--- src/rtl/rv32i_pkg.sv ---
// Shared RV32I core definitions: ALU operation codes and register-file constants.
package rv32i_pkg;

    // Width of the ALU operation code carried from decode to the ALU.
    localparam int ALU_CTRL_W = 3;

    // ALU operation codes understood by the ALU. Every other code is illegal.
    localparam logic [ALU_CTRL_W-1:0] ALU_ADD = 3'b000;
    localparam logic [ALU_CTRL_W-1:0] ALU_SUB = 3'b001;
    localparam logic [ALU_CTRL_W-1:0] ALU_AND = 3'b010;
    localparam logic [ALU_CTRL_W-1:0] ALU_OR  = 3'b011;
    localparam logic [ALU_CTRL_W-1:0] ALU_XOR = 3'b100;

    // Index of the hard-wired zero register. It is never a forwarding target.
    localparam int REG_X0 = 0;

    // True when the code is not one of the operations the ALU implements.
    function automatic logic alu_code_illegal(input logic [ALU_CTRL_W-1:0] code);
        return !(code inside {ALU_ADD, ALU_SUB, ALU_AND, ALU_OR, ALU_XOR});
    endfunction

endpackage : rv32i_pkg

--- src/rtl/fwd_mux.sv ---
// Operand forwarding for one source register. A MEM hit beats a WB hit, which
// beats the value read from the register file. x0 never matches.
module fwd_mux
    import rv32i_pkg::*;
#(
    parameter int WIDTH      = 32,
    parameter int REG_ADDR_W = 5
) (
    input  logic [REG_ADDR_W-1:0] rs_addr_i,
    input  logic [WIDTH-1:0]      rs_data_i,
    input  logic                  mem_regWrite_i,
    input  logic [REG_ADDR_W-1:0] mem_rd_addr_i,
    input  logic [WIDTH-1:0]      mem_result_i,
    input  logic                  wb_regWrite_i,
    input  logic [REG_ADDR_W-1:0] wb_rd_addr_i,
    input  logic [WIDTH-1:0]      wb_result_i,
    output logic [WIDTH-1:0]      data_o
);

    localparam logic [REG_ADDR_W-1:0] X0_ADDR = REG_ADDR_W'(REG_X0);

    logic mem_hit;
    logic wb_hit;

    // Detect which later stage, if any, is about to write this source register.
    always_comb begin
        mem_hit = mem_regWrite_i && (mem_rd_addr_i != X0_ADDR) && (mem_rd_addr_i == rs_addr_i);
        wb_hit  = wb_regWrite_i  && (wb_rd_addr_i  != X0_ADDR) && (wb_rd_addr_i  == rs_addr_i);
    end

    // Priority select: the youngest producer (MEM) holds the most recent value.
    always_comb begin
        // NOTE: assigning a default first means every path drives data_o, so no latch is inferred.
        data_o = rs_data_i;
        if (mem_hit) begin
            data_o = mem_result_i;
        end else if (wb_hit) begin
            data_o = wb_result_i;
        end
    end

endmodule : fwd_mux

--- src/rtl/alu_operand_stage.sv ---
// ID/EX pipeline register in front of the ALU. Captures decoded fields, resolves
// MEM/WB forwarding for both sources, and selects the ALU operands. Operand data
// keeps being refreshed from the forwarding network while the stage is stalled,
// so a result retiring from WB during the stall is not lost.
module alu_operand_stage
    import rv32i_pkg::*;
#(
    parameter int WIDTH      = 32,
    parameter int REG_ADDR_W = 5
) (
    input  logic                  clk_i,
    input  logic                  rst_i,

    // Decode-side inputs
    input  logic                  id_valid_i,
    input  logic [WIDTH-1:0]      id_pc_i,
    input  logic [WIDTH-1:0]      id_rs1_data_i,
    input  logic [WIDTH-1:0]      id_rs2_data_i,
    input  logic [REG_ADDR_W-1:0] id_rs1_addr_i,
    input  logic [REG_ADDR_W-1:0] id_rs2_addr_i,
    input  logic [REG_ADDR_W-1:0] id_rd_addr_i,
    input  logic [WIDTH-1:0]      id_imm_i,
    input  logic [ALU_CTRL_W-1:0] id_ALUControl_i,
    input  logic                  id_aluSrcA_i,
    input  logic                  id_aluSrcB_i,
    input  logic                  id_regWrite_i,

    // Pipeline control
    input  logic                  stall_i,
    input  logic                  flush_i,

    // Forwarding sources
    input  logic                  mem_regWrite_i,
    input  logic [REG_ADDR_W-1:0] mem_rd_addr_i,
    input  logic [WIDTH-1:0]      mem_result_i,
    input  logic                  wb_regWrite_i,
    input  logic [REG_ADDR_W-1:0] wb_rd_addr_i,
    input  logic [WIDTH-1:0]      wb_result_i,

    // Execute-side outputs
    output logic                  ex_valid_o,
    output logic [ALU_CTRL_W-1:0] ALUControl_o,
    output logic [WIDTH-1:0]      srcA_o,
    output logic [WIDTH-1:0]      srcB_o,
    output logic [WIDTH-1:0]      ex_storeData_o,
    output logic [REG_ADDR_W-1:0] ex_rd_addr_o,
    output logic                  ex_regWrite_o,
    output logic [WIDTH-1:0]      ex_pc_o,
    output logic                  illegal_o
);

    // Stage registers and their next-state values
    logic                  valid_q,      valid_d;
    logic [WIDTH-1:0]      pc_q,         pc_d;
    logic [WIDTH-1:0]      rs1_data_q,   rs1_data_d;
    logic [WIDTH-1:0]      rs2_data_q,   rs2_data_d;
    logic [REG_ADDR_W-1:0] rs1_addr_q,   rs1_addr_d;
    logic [REG_ADDR_W-1:0] rs2_addr_q,   rs2_addr_d;
    logic [REG_ADDR_W-1:0] rd_addr_q,    rd_addr_d;
    logic [WIDTH-1:0]      imm_q,        imm_d;
    logic [ALU_CTRL_W-1:0] alu_ctrl_q,   alu_ctrl_d;
    logic                  alu_src_a_q,  alu_src_a_d;
    logic                  alu_src_b_q,  alu_src_b_d;
    logic                  reg_write_q,  reg_write_d;

    // Forwarded operand values, resolved on the registered source addresses
    logic [WIDTH-1:0]      rs1_fwd;
    logic [WIDTH-1:0]      rs2_fwd;
    logic                  code_illegal;

    fwd_mux #(
        .WIDTH      (WIDTH),
        .REG_ADDR_W (REG_ADDR_W)
    ) u_fwd_rs1 (
        .rs_addr_i      (rs1_addr_q),
        .rs_data_i      (rs1_data_q),
        .mem_regWrite_i (mem_regWrite_i),
        .mem_rd_addr_i  (mem_rd_addr_i),
        .mem_result_i   (mem_result_i),
        .wb_regWrite_i  (wb_regWrite_i),
        .wb_rd_addr_i   (wb_rd_addr_i),
        .wb_result_i    (wb_result_i),
        .data_o         (rs1_fwd)
    );

    fwd_mux #(
        .WIDTH      (WIDTH),
        .REG_ADDR_W (REG_ADDR_W)
    ) u_fwd_rs2 (
        .rs_addr_i      (rs2_addr_q),
        .rs_data_i      (rs2_data_q),
        .mem_regWrite_i (mem_regWrite_i),
        .mem_rd_addr_i  (mem_rd_addr_i),
        .mem_result_i   (mem_result_i),
        .wb_regWrite_i  (wb_regWrite_i),
        .wb_rd_addr_i   (wb_rd_addr_i),
        .wb_result_i    (wb_result_i),
        .data_o         (rs2_fwd)
    );

    // Next-state: flush beats stall, stall refreshes only the operand data, otherwise load.
    always_comb begin
        valid_d     = valid_q;
        pc_d        = pc_q;
        rs1_data_d  = rs1_data_q;
        rs2_data_d  = rs2_data_q;
        rs1_addr_d  = rs1_addr_q;
        rs2_addr_d  = rs2_addr_q;
        rd_addr_d   = rd_addr_q;
        imm_d       = imm_q;
        alu_ctrl_d  = alu_ctrl_q;
        alu_src_a_d = alu_src_a_q;
        alu_src_b_d = alu_src_b_q;
        reg_write_d = reg_write_q;

        if (flush_i) begin
            // Bubble: only the fields that can cause side effects need clearing.
            valid_d     = 1'b0;
            reg_write_d = 1'b0;
        end else if (stall_i) begin
            // Fold any forwarded value into the held operands so it survives
            // the producer leaving the pipeline before the stall ends.
            rs1_data_d  = rs1_fwd;
            rs2_data_d  = rs2_fwd;
        end else begin
            valid_d     = id_valid_i;
            pc_d        = id_pc_i;
            rs1_data_d  = id_rs1_data_i;
            rs2_data_d  = id_rs2_data_i;
            rs1_addr_d  = id_rs1_addr_i;
            rs2_addr_d  = id_rs2_addr_i;
            rd_addr_d   = id_rd_addr_i;
            imm_d       = id_imm_i;
            alu_ctrl_d  = id_ALUControl_i;
            alu_src_a_d = id_aluSrcA_i;
            alu_src_b_d = id_aluSrcB_i;
            reg_write_d = id_regWrite_i;
        end
    end

    // Stage register with synchronous reset clearing every field.
    always_ff @(posedge clk_i) begin
        // NOTE: non-blocking assignments so every register samples the pre-edge values.
        if (rst_i) begin
            valid_q     <= 1'b0;
            pc_q        <= '0;
            rs1_data_q  <= '0;
            rs2_data_q  <= '0;
            rs1_addr_q  <= '0;
            rs2_addr_q  <= '0;
            rd_addr_q   <= '0;
            imm_q       <= '0;
            alu_ctrl_q  <= ALU_ADD;
            alu_src_a_q <= 1'b0;
            alu_src_b_q <= 1'b0;
            reg_write_q <= 1'b0;
        end else begin
            valid_q     <= valid_d;
            pc_q        <= pc_d;
            rs1_data_q  <= rs1_data_d;
            rs2_data_q  <= rs2_data_d;
            rs1_addr_q  <= rs1_addr_d;
            rs2_addr_q  <= rs2_addr_d;
            rd_addr_q   <= rd_addr_d;
            imm_q       <= imm_d;
            alu_ctrl_q  <= alu_ctrl_d;
            alu_src_a_q <= alu_src_a_d;
            alu_src_b_q <= alu_src_b_d;
            reg_write_q <= reg_write_d;
        end
    end

    // Operand selection, ALU code sanitising and valid gating toward EX.
    always_comb begin
        code_illegal   = alu_code_illegal(alu_ctrl_q);
        srcA_o         = alu_src_a_q ? pc_q  : rs1_fwd;
        srcB_o         = alu_src_b_q ? imm_q : rs2_fwd;
        ex_storeData_o = rs2_fwd;
        // An unknown code must never reach the ALU, valid or not.
        ALUControl_o   = code_illegal ? ALU_ADD : alu_ctrl_q;
        illegal_o      = valid_q && code_illegal;
        ex_regWrite_o  = valid_q && reg_write_q;
        ex_valid_o     = valid_q;
        ex_rd_addr_o   = rd_addr_q;
        ex_pc_o        = pc_q;
    end

endmodule : alu_operand_stage
--- config.mk ---
export PLATFORM = sky130hd
export DESIGN_NAME = alu_operand_stage
export DESIGN_NICKNAME = d
export VERILOG_FILES = /design/src/rtl/rv32i_pkg.sv /design/src/rtl/fwd_mux.sv /design/src/rtl/alu_operand_stage.sv
export SDC_FILE = /design/constraint.sdc
export NUM_CORES = 1
export LEC_CHECK = 0
export ABC_AREA = 1
export BUFFER_PORTS_ARGS = -buffer_cell sky130_fd_sc_hd__buf_2
export CORE_AREA = 2 2 142 144
export DETAILED_ROUTE_END_ITERATION = 10
export DIE_AREA = 0 0 144 146
export PLACE_DENSITY = 0.79
export SYNTH_ARGS = -nofsm -noshare
export SYNTH_HDL_FRONTEND = slang
export SYNTH_SLANG_ARGS = --single-unit
--- constraint.sdc ---
create_clock -name clk_i -period 1.78 [get_ports clk_i]
set_clock_uncertainty 0.1 [all_clocks]
set_input_delay 0.089 -clock clk_i [delete_from_list [all_inputs] [get_ports clk_i]]
set_output_delay 0.089 -clock clk_i [all_outputs]
set_load 0.05 [all_outputs]
==> impl_metrics.csv <==
group,metric,value,unit
worst_setup_path,path_cells,"xnor2_1 -> nand2_1 -> nor2_2 -> nand3_4 -> inv_8 -> clkbuf_16 -> nand2_4 -> a31oi_4 -> buf_6",
job,cap_violations,0,
floorplan,ioPinCount,369,
worst_setup_path,worstSetupEndpointType,"output port",
floorplan,die_h,146,um
floorplan,dieWidth,144,um
synth,synth_area,0.008655,mm2
synth,synthTopCellsByArea,"dfxtp_1, nand2_1, nand3_1",
synth,ys_types,26,
clock_network,tritoncts.num_buffers,17,
global_route,first_global_vias,12350,
pwr,ir_drop,0.6890,mV
synth,yosys.area.top_type,"dfxtp_1",
sta,finalMaxSlewViolations,0,
finish,drive_gt1_frac,0.4215,
synth,synth_warnings,0,
place,routabilityCongestion,0.9852,
drt,vias,13390,
pwr,p_per_area,694.3,mW/mm2
clock_network,clockRootBuffer,"clkbuf_16",
worst_setup_path,cp_slowest_cell,"dfxtp_2",
clock_network,clk_latency,0.44,ns
synth,synth_edf_count,0,
worst_setup_path,crit_required,1.59,ns
pwr,p_leak,7.838,nW
sta,worst_pin_slew,0.5743,ns
place,place_hpwl,28.27,mm
sta,tns,-63.92,ns
floorplan,initial_core_util,0.4476,
drt,drt_iter0_drc,1508,
global_route,grt_pass1_wl,65.77,mm
run_status,status,"complete, but fails checks",
floorplan,fp.coreArea,0.01933,mm2
drt,avgViaCountPerCell,6.027,
finish,utilization,0.8604,
synth,synth_flop_cell,"dfxtp_1",
sta,rsz0062_at_grt,"true",
clock_network,cts.sinks,150,
synth,seq_area_frac_synth,0.3470,
clock_network,htreeDepth,4,
synth,postSynthNetCount,1613,
worst_setup_path,cp-start-kind,"flip-flop",
finish,syn_to_final_growth,92.22,%
finish,finalNetCount,2172,
synth,synth.avg_cell_area,6.258,um2
sta,maxSlewHeadroom,0.6171,
run_status,violations,"setup timing",
drt,wl,49.97,mm
clock_network,cts_tree,"built",
drt,drtAntennaViolNets,0,
global_route,antenna_found_initial,1,
synth,postSynth.asyncResetShare,0,
drt,firstDrtPassIters,7,
worst_setup_path,max_stage_delay,0.34,ns
sta,setup_ws,-0.7446,ns
floorplan,fp-row-count,51,
global_route,grt-ovfl-total,0,
place,numPortBuffers,368,
drt,post_drt_wl_per_cell,22.50,um
synth,synth_seq_cells,150,
drt,drc,0,
worst_setup_path,arrival,2.34,ns
synth,yosys-top-cells-count,"nand2_1, dfxtp_1, nand3_1",
worst_setup_path,worstSetupPathType,"flip-flop to output port",
worst_setup_path,worstPathMaxFanout,5,
sta,finalCritPeriodShare,1.418,
synth,synthCells,1383,
global_route,grt_use_total,0.4021,
synth,yosysMostFrequentCell,"nand2_1",
sta,setup_violations,148,
clock_network,clk_path_buf_depth,2,
sta,hold_viol_final,0,
worst_hold_path,hold_path_class,"input port to flip-flop",
floorplan,fp.dieArea,0.02102,mm2
synth,synth_top_area_frac,0.3470,
clock_network,clkTransAtPathRegs,0.07,ns
global_route,grt_max_degree,113,
sta,fmax,0.3961,GHz
sta,min_period,2.525,ns
critical path, delay by kind of cell (launching register included):
family | cells | cell delay (ns)
AOI/OAI and AO/OA | 1 | 0.20
DFF | 1 | 0.34
and+or+nand+nor | 4 | 0.62
xor gates and xnor gates | 1 | 0.17
buffers and inverters | 3 | 0.56
area by class of cell:
cell class	count	area [um2]
diodes	1	2.502
clock buffers	18	429.2
clock inverters	14	140.1
fillers	983	2699
inverters	108	424.2
multi-input cells	1020	6688
flip-flops and latches	150	3024
well taps	265	331.6
repair buffers	645	5597
sequential cells by signal (all words and copies together), names as in the netlist:
register and flops:
alu_src_a_q 1, rs2_addr_q 5, ex_pc_o 32, imm_q 32, ex_valid_o 1, rs1_data_q 32
alu_ctrl_q 3, ex_rd_addr_o 5, reg_write_q 1, rs1_addr_q 5, rs2_data_q 32, alu_src_b_q 1
cell families (layout without fill, tap and decap cells):
group,count (synthesis),in the layout,synth area share
buf+inv,213,785,0.1071
simple gates,798,798,0.3934
compound gates,204,204,0.1343
flops,150,150,0.3470
xor+xnor,18,18,0.01822
other cells,0,1,0
cells in the final DEF, fill, tap and decap left out, drive strengths merged:
master	count
a211oi	7
buf	468
nand3b	1
xnor2	6
nand3	149
nor3	3
nand2	469
xor2	12
o21ai	19
nand4	64
clkinv	8
a21oi	114
nor2	112
dfxtp	150
diode	1
bufinv	1
inv	113
dlygate4sd3	167
clkbuf	28
a31oi	29
a22oi	35
power by group:
group	total [W]	switching (W)	internal, W	leakage [nW]
Sequential	0.00367	0.000135	0.00354	1.23
Clock	0.00363	0.00167	0.00196	0.281
Combinational	0.00425	0.00259	0.00165	6.32
Total	0.0116	0.00440	0.00715	7.84
through the flow:
stage / hold slack [ns] / instances / power [W] / setup slack [ns] / cell area [um2]
after CTS: 0.003687 / 2192 / 0.01098 / -0.5388 / 15120
final: 0.008907 / 2221 / 0.01155 / -0.7446 / 16640
after floorplan: 0.1318 / 1383 / 0.005723 / -0.2419 / 9200
after global routing: 0.01756 / 2221 / 0.01185 / -0.7853 / 16640
after global placement: 0.2417 / 1978 / 0.006740 / -0.2078 / 11690
after detailed placement: 0.2455 / 1978 / 0.006762 / -0.2248 / 11690
worst paths after layout:
path                              startpoint                    endpoint  slack (ns)  cells past startpoint
setup / recovery  rs2_addr_q[1]$_SDFFE_PP0P_                  srcB_o[21]       -0.74                      9
hold / removal               mem_result_i[5]  rs2_data_q[5]$_SDFFE_PP0N_       0.009                      5
setup reg to reg  rs2_addr_q[0]$_SDFFE_PP0P_  rs2_data_q[0]$_SDFFE_PP0N_       -0.54                     14
hold reg to reg   rs1_data_q[5]$_SDFFE_PP0N_  rs1_data_q[5]$_SDFFE_PP0N_        0.36                      2
what timing repair did:
| action | CTS | global route |
|---|---|---|
| hold endpoints to repair | 149 | 0 |
| hold buffers | 167 | 0 |
| pin swaps | 20 | 79 |
| setup endpoints to repair | 100 | 141 |
| gates resized for setup | 312 | 263 |
| buffers inserted | 14 | 21 |
| gates cloned | 2 | 10 |
per-layer routing:
metal | routed length (um) | GRT usage | share of wire | vias to the layer above
met1 | 16590 | 0.4691 | 0.33 | 6170
met3 | 5763 | 0.08457 | 0.12 | 382
met4 | 4385 | 0.2647 | 0.088 | 0
li1 | - | - | - | 5658
met2 | 23230 | 0.6605 | 0.46 | 1177
met5 | 0 | 0 | 0 | -
Note: power is estimated with default switching activity, not from simulation.
